### src/rtl/uart_rx_deframer.sv
// uart_rx_deframer: 8N1 UART receiver, LSB first, mid-bit sampling.
// Synchronises the RX line, validates the start bit, samples 8 data bits
// and the stop bit, and emits a one-cycle done or frame-error pulse.
module uart_rx_deframer #(
    parameter int unsigned KBAUD = 5
) (
    input  logic       clk,
    input  logic       rst,
    input  logic       in_DataBit,
    output logic [7:0] out_DataByte,
    output logic       out_RxDone,
    output logic       out_FrameErr
);

    localparam int unsigned H  = KBAUD / 2;
    localparam int unsigned CW = $clog2(KBAUD);

    typedef enum logic [2:0] {
        WAIT_HIGH = 3'd0,
        IDLE      = 3'd1,
        START     = 3'd2,
        DATA      = 3'd3,
        STOP      = 3'd4
    } state_t;

    state_t          state;
    state_t          state_nxt;

    logic            sync1;
    logic            rx_s;
    logic [1:0]      fill;
    logic            fill_done;

    logic [CW-1:0]   cnt;
    logic [CW-1:0]   cnt_nxt;
    logic [2:0]      bit_idx;
    logic [2:0]      bit_idx_nxt;
    logic [7:0]      shreg;
    logic [7:0]      shreg_nxt;
    logic [7:0]      byte_nxt;
    logic            done_nxt;
    logic            err_nxt;

    logic            half_hit;
    logic            bit_hit;

    // Two-flop synchroniser; the fill counter marks when rx_s reflects the
    // real line again, so the reset value of the flops is never mistaken
    // for an idle-high line after reset.
    always_ff @(posedge clk) begin
        if (!rst) begin
            sync1 <= 1'b1;
            rx_s  <= 1'b1;
            fill  <= 2'd0;
        end else begin
            sync1 <= in_DataBit;
            rx_s  <= sync1;
            if (!fill[1]) begin
                fill <= fill + 2'd1;
            end
        end
    end

    assign fill_done = fill[1];
    assign half_hit  = (cnt == CW'(H - 1));
    assign bit_hit   = (cnt == CW'(KBAUD - 1));

    // State register.
    always_ff @(posedge clk) begin
        if (!rst) begin
            state <= WAIT_HIGH;
        end else begin
            state <= state_nxt;
        end
    end

    // Next-state logic.
    always_comb begin
        state_nxt = state;
        case (state)
            WAIT_HIGH: begin
                if (rx_s && fill_done) begin
                    state_nxt = IDLE;
                end
            end
            IDLE: begin
                if (!rx_s) begin
                    state_nxt = START;
                end
            end
            START: begin
                if (half_hit) begin
                    state_nxt = rx_s ? IDLE : DATA;
                end
            end
            DATA: begin
                if (bit_hit && (bit_idx == 3'd7)) begin
                    state_nxt = STOP;
                end
            end
            STOP: begin
                if (bit_hit) begin
                    state_nxt = rx_s ? IDLE : WAIT_HIGH;
                end
            end
            default: state_nxt = WAIT_HIGH;
        endcase
    end

    // Datapath and output next values: counter runs from each sample point,
    // so a sample lands every KBAUD cycles after the half-bit start check.
    always_comb begin
        cnt_nxt     = cnt + CW'(1);
        bit_idx_nxt = bit_idx;
        shreg_nxt   = shreg;
        byte_nxt    = out_DataByte;
        done_nxt    = 1'b0;
        err_nxt     = 1'b0;
        case (state)
            WAIT_HIGH, IDLE: begin
                cnt_nxt     = '0;
                bit_idx_nxt = 3'd0;
            end
            START: begin
                if (half_hit) begin
                    cnt_nxt = '0;
                end
            end
            DATA: begin
                if (bit_hit) begin
                    cnt_nxt     = '0;
                    shreg_nxt   = {rx_s, shreg[7:1]};
                    bit_idx_nxt = bit_idx + 3'd1;
                end
            end
            STOP: begin
                if (bit_hit) begin
                    cnt_nxt = '0;
                    if (rx_s) begin
                        byte_nxt = shreg;
                        done_nxt = 1'b1;
                    end else begin
                        err_nxt = 1'b1;
                    end
                end
            end
            default: begin
                cnt_nxt     = '0;
                bit_idx_nxt = 3'd0;
            end
        endcase
    end

    // Datapath and registered outputs.
    always_ff @(posedge clk) begin
        if (!rst) begin
            cnt          <= '0;
            bit_idx      <= 3'd0;
            shreg        <= 8'h00;
            out_DataByte <= 8'h00;
            out_RxDone   <= 1'b0;
            out_FrameErr <= 1'b0;
        end else begin
            cnt          <= cnt_nxt;
            bit_idx      <= bit_idx_nxt;
            shreg        <= shreg_nxt;
            out_DataByte <= byte_nxt;
            out_RxDone   <= done_nxt;
            out_FrameErr <= err_nxt;
        end
    end

endmodule

### config.mk
export PLATFORM = sky130hd
export DESIGN_NAME = uart_rx_deframer
export DESIGN_NICKNAME = d
export VERILOG_FILES = /design/src/rtl/uart_rx_deframer.sv
export SDC_FILE = /design/constraint.sdc
export NUM_CORES = 1
export LEC_CHECK = 0
export BUFFER_PORTS_ARGS = -buffer_cell sky130_fd_sc_hd__buf_2
export CORE_ASPECT_RATIO = 1.4
export CORE_UTILIZATION = 55
export CTS_CLUSTER_DIAMETER = 200
export DETAILED_ROUTE_END_ITERATION = 7
export PLACE_DENSITY = 0.78
export SYNTH_ARGS = -nofsm -noshare
export SYNTH_HDL_FRONTEND = slang
export SYNTH_SLANG_ARGS = --single-unit
### constraint.sdc
create_clock -name clk -period 1.7 [get_ports clk]
set_input_delay 0.34 -clock clk [delete_from_list [all_inputs] [get_ports clk]]
set_output_delay 0.34 -clock clk [all_outputs]
set_load 0.01 [all_outputs]
== Word level (Yosys, flattened, before mapping) ==
Index checks and enable logic that the tools add are counted.

* Register bits after elaboration: 31
* Output and inout port bits: 10
* Input port bits: 3
* Logic and storage cells: 54

* Add/sub/neg operators: 3
* Reduce and logical (&&, ||, !) cells: 10
* Equality and inequality tests: 13
* Muxes and demuxes: 16
* Bitwise logic cells: 1

{| class="wikitable"
|+ Operator list
! operator !! count
|-
| $mux W3 || 8
|-
| $pmux W3 S5 || 1
|-
| $ne A2 B2 Y1 const B || 6
|-
| $pmux W3 S2 || 2
|-
| $eq A3 B3 Y1 const B || 3
|-
| $add A3 B1 Y3 const B || 2
|-
| $eq A3 B1 Y1 const B || 2
|-
| $eq A3 B2 Y1 const B || 2
|-
| $reduce_and A3 Y1 || 2
|-
| $reduce_and A5 Y1 || 1
|-
| $mux W2 || 2
|-
| $reduce_and A2 Y1 || 2
|-
| $reduce_or A2 Y1 || 2
|-
| $logic_not A3 Y1 || 1
|-
| $mux W1 || 3
|-
| $add A2 B1 Y2 const B || 1
|-
| $logic_and A1 B1 Y1 || 2
|-
| $not A1 Y1 || 1
|}

== Logic depth before layout (Yosys ltp) ==
* Word-level depth: 4
* Depth in mapped cells: 7
* Mapped depth without buffers: 6

== Least setup slack after synthesis ==
Ideal clock, no wire load.

* Path kind: flip-flop to flip-flop
* Start: reg cnt[0]
* End: reg bit_idx[1]
* Cell stages (with the launch flop): 8
* Setup slack: 0.231 ns
* Period minus slack after synthesis: 1.469 ns
* Required time: 1.572 ns
* Library setup time: 0.128 ns
* Buffers on the path: 1
* Data arrival time: 1.341 ns
* Path through: dfxtp_1 inv_1 ha_1 and2_0 and2_1 buf_4 a22oi_1 nor2_1

* Word-level cells in the longest chain between the ends: 3

{| class="wikitable"
|+ Ends and longest elaborated chain
! what !! RTL line !! text
|-
| start: declaration || 34 || <nowiki>logic [CW-1:0] cnt;</nowiki>
|-
| start signal: assignment || 164 || <nowiki>cnt <= cnt_nxt;</nowiki>
|-
| $eq A3 B3 Y1 || 66 || <nowiki>assign bit_hit = (cnt == CW'(KBAUD - 1));</nowiki>
|-
| $ne A2 B2 Y1 (no line) || - ||
|-
| $reduce_and A2 Y1 (no line) || - ||
|-
| end signal: assignment || 165 || <nowiki>bit_idx <= bit_idx_nxt;</nowiki>
|-
| end: declaration || 36 || <nowiki>logic [2:0] bit_idx;</nowiki>
|}

No other way between the ends.
A chain may end at the register's enable or synchronous reset.

== Final worst setup path ==
* Start: reg cnt[0]
* End: reg out_DataByte[3]

* Word-level cells in the longest chain between the ends: 2

{| class="wikitable"
|+ Ends and longest elaborated chain
! what !! RTL line !! text
|-
| $eq A3 B3 Y1 || 66 ||
|-
| $reduce_and A3 Y1 (no line) || - ||
|-
| end signal: assignment || 167 || <nowiki>out_DataByte <= byte_nxt;</nowiki>
|-
| end: declaration || 10 || <nowiki>output logic [7:0] out_DataByte,</nowiki>
|}

No other way between the ends.

==> flow_summary.json <==
{
  "path_depth": 7,
  "cp.arrival_ns": 1.77,
  "vias": 978,
  "io_buffers": 12,
  "drc": 0,
  "cpPeakStageDelay_ns": 0.39,
  "drt_iter0_drc": 19,
  "synth_cell_types": 34,
  "hp-class": "in -> reg",
  "synth_cells": 141,
  "place_hpwl_mm": 1.680,
  "die_width_um": 42.87,
  "rsz0062_at_grt": "no",
  "ios": 13,
  "grt.total_usage_pct": 21.35,
  "leakage_nw": 0.6363,
  "outcome": "complete, no violations",
  "relSlewSlack_pct": 78.08,
  "gr-total-overflow": 0,
  "die-area_mm2": 0.002539,
  "viasPerCell": 5.494,
  "tritoncts": "yes",
  "ir_worst_vdd_mv": 0.5314,
  "ys_warn_count": 0,
  "place_congestion": 0.8322,
  "layout_common_cells": "31 x dfxtp_1, 19 x nor2_1, 19 x nand2_1, 12 x buf_2, 11 x a21oi_1",
  "tightestPinTransition_ns": 0.3283,
  "netlist_area_mm2": 0.001286,
  "cts_buffers": 5,
  "dr.pass1.iters": 4,
  "critPathTopFamily": "simple AND/OR/NAND/NOR gates",
  "postRouteAntennaNets": 0,
  "finalHoldViolCount": 0,
  "syn-num-nets": 149,
  "yosys.area.top_type_share_pct": 48.25,
  "path_cells": "inv_1, ha_1, and2_1, nand3_1, buf_12, mux2i_1, nor2_1",
  "crit_required_ns": 1.92,
  "antenna_found_initial": 0,
  "wl_per_cell_um": 12.98,
  "post-route-cell-area_mm2": 0.001414,
  "cts_sinks": 31,
  "reg2reg_depth": 7,
  "start_kind": "flop",
  "cp_max_fo": 9,
  "slew_viol_final": 0,
  "fmax_mhz": 644.7,
  "cts_root_buf": "clkbuf_4",
  "die_h_um": 59.22,
  "fin_crit_sh_pct": 91.24,
  "synth_top_cell_by_area": "dfxtp_1",
  "nets": 164,
  "final_core_util_pct": 64.20,
  "synthTopCellsByArea": "dfxtp_1 48%, mux2i_1 7.8%, nand2_1 5.5%, nor2_1 5.5%, ha_1 4.9%",
  "hold_path_depth": 2,
  "design.core.area_mm2": 0.002202,
  "wirelength_mm": 2.311,
  "crit_path_end_kind": "flop",
  "crit_path_top_delay_cell": "dfxtp_1",
  "crit_buf_inv": 2,
  "synth-seq-cells": 31,
  "fillCellCount": 199,
  "place_inst": 171,
  "final_common_cell": "dfxtp_1",
  "grt_pass1_vias": 974,
  "skew_ns": 0.002928,
  "timing.setup.tns_ns": 0,
  "grt_pass1_wl_mm": 3.995,
  "power.density_mw_per_mm2": 915.6,
  "yosysSeqAreaShare_pct": 48.25,
  "antenna_cells": 0,
  "drive_gt1_share_pct": 17.31,
  "fin_cells": 178,
  "clk_pin_slew_worst_paths_ns": 0.09,
  "drv_cap": 0,
  "htree_levels": 2,
  "rows": 20,
  "start_util_pct": 58.41,
  "grt_max_degree": 25,
  "dpl_cell_area_mm2": 0.001356,
  "syn_avg_cell_area_um2": 9.122,
  "finalSetupViolCount": 0,
  "path_class": "reg -> reg",
  "clkLatencyLatePin_ns": 0.33,
  "area_growth_pct": 9.922,
  "min_period_ns": 1.551,
  "clockBufferDepth": 2
}
[power breakdown]
| group | leakage [nW] | total (mW) | switching (mW) | internal, mW |
|---|---|---|---|---|
| registers | 0.251 | 0.775 | 0.0302 | 0.745 |
| clock network | 0.0341 | 0.433 | 0.241 | 0.191 |
| logic | 0.351 | 0.0865 | 0.0469 | 0.0396 |
[cell families after synthesis]
kind of cell / after synthesis / share of synthesized area [%]
flip-flops: 31 / 48.25
XOR/XNOR: 2 / 1.362
AO/OA/AOI/OAI: 22 / 10.31
adder cells (fa/ha/maj): 5 / 4.864
AND/OR/NAND/NOR: 58 / 21.89
buffers and inverters: 13 / 5.545
multiplexers: 10 / 7.782
[layer usage]
layer,part of all wire (%),track usage (%)
met2,54,38.53
met1,39,20.23
met3,3.0,4.573
met5,0,0
met4,4.0,17.41
[layout make-up]
type                            instances  area (um2)  area share [%]
Tap cell                               22       27.53           1.947
Clock buffer                            6       51.30           3.628
Multi-Input combinational cell         97       595.6           42.12
Timing Repair Buffer                   14       87.58           6.195
Clock inverter                          1       5.005          0.3540
Inverter                                7       26.28           1.858
Sequential cell                        31       620.6           43.89
[state kept, by name, summed over array words and instances (netlist names)]
signal and count:
out_FrameErr 1, bit_idx 3, out_RxDone 1, cnt 3, rx_s 1, sync1 1
out_DataByte 8, fill 2, state 3, shreg 8
[path summary, 6_finish.rpt]
kind	start	to	slack, ns
worst max-delay path	cnt[0]	out_DataByte[3]	0.15
worst min-delay path	in_DataBit	sync1	0.20
worst max register to register	cnt[0]	out_DataByte[3]	0.15
worst min register to register	sync1	rx_s	0.45
[cell usage after synthesis]
cell type / count
o21ai_0: 3
o211ai_1: 1
nand4_1: 1
a2bb2oi_1: 1
a32oi_1: 1
nand2_1: 19
a21boi_0: 1
buf_4: 2
nand3b_1: 1
or3b_4: 1
xnor2_1: 1
a21oi_1: 11
a22oi_1: 2
and2_1: 2
dfxtp_1: 31
and3b_2: 1
nor3b_1: 2
and2_0: 1
o32ai_1: 1
o22ai_1: 1
clkbuf_1: 2
nand3_1: 2
and3_2: 1
or3_2: 1
ha_1: 5
nor2b_1: 1
nand2b_1: 4
xor2_1: 1
nor2_1: 19
nor3_1: 1
inv_1: 7
mux2i_1: 10
buf_6: 2
nand2b_2: 1
[metrics by stage]
stage                     setup slack, ns  power, mW  hold WS [ns]
after floorplan                    0.2314     0.8666        0.3863
after global placement             0.1869     0.8704        0.3969
after detailed placement           0.1125     0.8772        0.4050
after CTS                         0.09380      1.310        0.1923
after global routing              0.03284      1.349        0.2016
final                              0.1490      1.295        0.1991
[repair_timing]
action	4_1_cts	5_1_grt
gates resized for setup	0	3
endpoints found under the setup margin	0	17
setup buffers	0	0
hold buffers	0	0
Power figures use the tool's default switching activity.
